**config.mk**
```make
export PLATFORM = sky130hd
export DESIGN_NAME = dram_arbiter
export DESIGN_NICKNAME = d
export VERILOG_FILES = /design/src/rtl/dram_arbiter.sv
export SDC_FILE = /design/constraint.sdc
export NUM_CORES = 1
export LEC_CHECK = 0
export ABC_AREA = 1
export CORE_ASPECT_RATIO = 0.75
export CORE_MARGIN = 1.5
export CORE_UTILIZATION = 30
export CTS_CLUSTER_DIAMETER = 150
export DETAILED_ROUTE_END_ITERATION = 8
export PLACE_DENSITY = 0.86
export RECOVER_POWER = 100
export SETUP_SLACK_MARGIN = 0.2
export SYNTH_ARGS = -nofsm -noshare
export SYNTH_HDL_FRONTEND = slang
export SYNTH_SLANG_ARGS = --single-unit
```
**constraint.sdc**
```tcl
create_clock -name clk -period 1.55 [get_ports clk]
set_input_delay 0.31 -clock clk [delete_from_list [all_inputs] [get_ports clk]]
set_output_delay 0.31 -clock clk [all_outputs]
set_load 0.03 [all_outputs]
```
**src/rtl/dram_arbiter.sv**
```systemverilog
// Single-port data RAM arbiter between the DFetch read and DWriteBack write requesters.
// Optional same-address read/write bypass enabled by defining DRAM_ARB_BYPASS_EN.
module dram_arbiter #(
    parameter int unsigned A_WIDTH      = 12,
    parameter int unsigned D_WIDTH      = 8,
    parameter int unsigned STARVE_LIMIT = 3
) (
    input  logic               clk,
    input  logic               reset,
    input  logic               rd_req,
    input  logic [A_WIDTH-1:0] rd_addr,
    output logic               rd_ack,
    output logic [D_WIDTH-1:0] rd_data,
    output logic               rd_drdy,
    input  logic               wr_req,
    input  logic [A_WIDTH-1:0] wr_addr,
    input  logic [D_WIDTH-1:0] wr_data,
    output logic               wr_ack,
    output logic               ram_ce,
    output logic               ram_we,
    output logic [A_WIDTH-1:0] ram_a,
    output logic [D_WIDTH-1:0] ram_d,
    input  logic [D_WIDTH-1:0] ram_q
);

    localparam int unsigned CNT_W = 4;
    localparam logic [CNT_W-1:0] LIMIT = CNT_W'(STARVE_LIMIT);

    logic [CNT_W-1:0]   starve_cnt_q, starve_cnt_d;
    logic               rd_pend_q, rd_pend_d;
    logic               byp_pend_q, byp_pend_d;
    logic [D_WIDTH-1:0] byp_data_q, byp_data_d;
    logic [D_WIDTH-1:0] rd_data_q, rd_data_d;
    logic               active_q, active_d;

    logic grant_en;
    logic starved;
    logic byp;

    // Grant decision and RAM port drive
    always_comb begin
        grant_en = active_q & ~reset;
        starved  = (starve_cnt_q == LIMIT);
`ifdef DRAM_ARB_BYPASS_EN
        byp      = rd_req & wr_req & (rd_addr == wr_addr);
`else
        byp      = 1'b0;
`endif
        rd_ack   = grant_en & rd_req & (~wr_req | starved | byp);
        wr_ack   = grant_en & wr_req & (~rd_req | ~starved | byp);
        ram_ce   = rd_ack | wr_ack;
        ram_we   = wr_ack;
        ram_a    = (rd_ack & ~wr_ack) ? rd_addr : wr_addr;
        ram_d    = wr_data;
    end

    // Read return path; reset masks a pending return in the same cycle
    always_comb begin
        rd_drdy = rd_pend_q & ~reset;
        rd_data = rd_data_q;
        if (reset) begin
            rd_data = '0;
        end else if (rd_pend_q) begin
            rd_data = byp_pend_q ? byp_data_q : ram_q;
        end
    end

    // Next-state for counters and pipeline flags
    always_comb begin
        active_d     = 1'b1;
        starve_cnt_d = starve_cnt_q;
        rd_pend_d    = rd_ack;
        byp_pend_d   = byp & rd_ack;
        byp_data_d   = wr_data;
        rd_data_d    = rd_data;
        if (!grant_en || !rd_req || rd_ack) begin
            starve_cnt_d = '0;
        end else if (starve_cnt_q < LIMIT) begin
            starve_cnt_d = starve_cnt_q + CNT_W'(1);
        end
    end

    // Grants are held off for one cycle after reset is released
    always_ff @(posedge clk) begin
        if (reset) begin
            active_q     <= 1'b0;
            starve_cnt_q <= '0;
            rd_pend_q    <= 1'b0;
            byp_pend_q   <= 1'b0;
            byp_data_q   <= '0;
            rd_data_q    <= '0;
        end else begin
            active_q     <= active_d;
            starve_cnt_q <= starve_cnt_d;
            rd_pend_q    <= rd_pend_d;
            byp_pend_q   <= byp_pend_d;
            byp_data_q   <= byp_data_d;
            rd_data_q    <= rd_data_d;
        end
    end

endmodule

```
==> summary.md <==
| Metric | Value |
|---|---|
| Status | complete, but fails checks |
| Violated checks | setup timing |
| Crit path to | ram_a[10] |
| Worst endpoint data arrival time | 1.44 ns |
| Number of max-cap violations | 0 |
| Worst EP required | roughly 1.2 ns |
| Area Growth Syn to Fin | 127% |
| Worst setup SP type | flop |
| R2R Setup Slk | 0.35 ns |
| DRT antenna net count | 0 |
| Critical path, cell by cell | ha_4 > nand2_4 > nand2_4 > buf_12 > nand2_8 > nand2_2 > nand2_4 > buf_6 |
| CP most frequent cell | nand2_4 |
| Chip height | between 40 and 50 um |
| Worst path slowest cell | dfxtp_4 |
| WP depth | 8 |
| Clock sinks | 14 |
| Hold slack | ~0.35 ns |
| Vias per cell | 4.69 |
| Worst IR Drop VDD | 0.000477 V |
| Final setup vio count | 16 |
| Average size of a mapped cell | ~6.6 um2 |
| Mapped Cells | 129 |
| Total power | 1.13 mW |
| Total GRT Usage | 19.7% |
| HPWL Detailed | roughly 1800 um |
| Max-slew violations | 0 |
| Layout cells sized above 1 | 51.3% |
| Slowest stage delay, CP | 0.35 ns |
| Largest net degree at the start of global routing | 11 |
| Max Freq | approximately 570 MHz |
| R2r worst-path depth | 5 |
| DP Area | around 0.0015 mm2 |
| Final period util | 113% |
| Crit Path Max Fanout | 8 |
| Register area share after synthesis | 32.9% |
| Vias | 1083 |
| Root buf cell | clkbuf_8 |
| Worst setup margin | -0.197 ns |
| Clk_skew | 0.00319 ns |
| WL final | 3320 um |
| Total congestion overflow | 0 |
| Yosys warns | 0 |
| DRT iter0 DRCs | 23 |
| IO Pins | 77 |
| Min Tclk post-route | ~1.7 ns |
| Most frequent cells in the layout | 29 x clkdlybuf4s50_1, 22 x buf_6, 20 x nor2_1 |
| Clock buffer depth | 2 |
| Final instance area | 0.00193 mm2 |
| Syn nets | 174 |
| Worst slew margin | 83.9% |
| Dpl cells | 221 |
| Die X | 64.5 um |
| Crit path from | starve_cnt_q[0]$_SDFFE_PP0N_ |
| Leak | 0.871 nW |
| RR Endpoint | starve_cnt_q[0]$_SDFFE_PP0N_ |
| Initial antenna violation count | 0 |
| Reg2reg start | active_q$_DFF_P_ |
| IO buf count | 60 |
| Detailed-route wire length per cell | 14.4 um |
| Core area | 0.00264 mm2 |
| Vias in the first global route | 1076 |
| Slew of the pin with the lowest slew margin | 0.242 ns |
| Crit end category | output port |
| Worst-path clk slew | 0.06 ns |
| Worst setup path class | reg2out |
| CP top delay family | simple AND/OR/NAND/NOR gates |
| Num CTS Buffers | 3 |
| Hold Fails Final Rpt | 0 |
| Rows | 16 |
| Flip-flop and latch count after synthesis | 14 |
| First-pass GRT wire length | 4870 um |
| CP bufs+invs | 2 |
| Cts hold-fix bufs | 0 |
| Final Util | 73.1% |
| Clk Latency, worst-skew pair | between 0.2 and 0.25 ns |
| Power Dens Cells | 585 mW/mm2 |
| H-tree levels | 1 |
| Fin cells | roughly 230 |
| DR pass1 iterations | 4 |
| Setup Total Neg Slack | -2.58 ns |
| Worst hold path class | in2reg |
| Routability-driven placement congestion ratio | 0.814 |
| Most common cell after layout, fill and taps aside | clkdlybuf4s50_1 |
| Die ar. | 0.00317 mm2 |
| RSZ-0062 raised after global routing | yes |
| Starting Density | 32.2% |
| # diodes | 0 |
| Layout net count | ~240 |
| DP Worst Slack | -0.369 ns |
| Cell area after synthesis | 851 um2 |
| Drt drc | 0 |
| Cell variety after synth | 15 |
| CTS tree | done |
-- cell families (layout without fill, tap and decap cells) --
logic type / Yosys count / in the layout / share of synthesized area (%)
compound gates: 9 / 9 / 5.29
buf+inv: 24 / 88 / 16.6
fa+ha+maj: 1 / 1 / 1.47
simple gates: 81 / 83 / 43.7
flops: 14 / 14 / 32.9
-- power by group --
| group | leakage (nW) | internal [mW] | switching [mW] |
|---|---|---|---|
| sequential | 0.116 | 0.368 | 0.00944 |
| combinational | 0.726 | 0.203 | 0.200 |
| clock | 0.0288 | 0.225 | 0.124 |
| total | 0.871 | 0.796 | 0.334 |
-- cell usage after synthesis --
library cell,instances,area share (%)
inv_1,10,4.4
nor2_1,30,13
buf_4,11,9.7
dfxtp_1,14,33
ha_1,1,1.5
nand2_2,1,0.74
nand2_4,3,4.0
nor2_4,1,1.3
nand2_1,30,13
nor2_8,1,2.4
inv_4,1,0.74
nand3_1,15,8.8
buf_6,1,1.3
clkinv_1,1,0.44
o21ai_0,9,5.3
-- tightest hold or removal path, stage by stage --
cell and delay [ns]:
dlymetal6s2s_1 0.13, nor2_4 0.04, nor2_1 0.08
-- metal layers --
layer | global-route usage [%] | vias up | part of all wire [%]
met5 | 0 | - | 0
met4 | 3.19 | 0 | 1.8
met3 | 6.70 | 10 | 5.1
met2 | 36.5 | 38 | 55
met1 | 22.2 | 508 | 38
li1 | - | 527 | -
-- repair_timing --
item / 4_1_cts / 5_1_grt
pin swaps: 26 / 6
gates resized for setup: 67 / 33
buffers inserted: 3 / 1
endpoints found under the setup margin: 29 / 24
gates cloned: 2 / 0
endpoints found under the hold margin: 0 / 0
-- sequential cells by signal, summed over array words and instances (netlist names) --
signal / cells
active_q: 1
rd_data_q: 8
rd_pend_q: 1
starve_cnt_q: 4
-- worst min-delay path by stage --
stage	from	end	slack, ns	depth (start not counted)
finish	ram_q[3]	rd_data_q[3]$_SDFF_PP0_	0.35	3
detailed placement	starve_cnt_q[3]$_SDFFE_PP0N_	starve_cnt_q[3]$_SDFFE_PP0N_	0.46	2
floorplan	reset	active_q$_DFF_P_	0.40	1
global route	ram_q[3]	rd_data_q[3]$_SDFF_PP0_	0.38	3
CTS	starve_cnt_q[2]$_SDFFE_PP0N_	starve_cnt_q[2]$_SDFFE_PP0N_	0.46	2
global placement	starve_cnt_q[2]$_SDFFE_PP0N_	starve_cnt_q[2]$_SDFFE_PP0N_	0.45	2
-- final cells by class --
type | instances | area, um2
clock buffer | 4 | 55.1
inverter | 12 | 52.6
multi-input combinational | 93 | 721
fill | 180 | 712
tap | 36 | 45.0
timing repair buffer | 72 | 767
sequential | 14 | 290
Note: power is estimated with default switching activity, not from simulation.
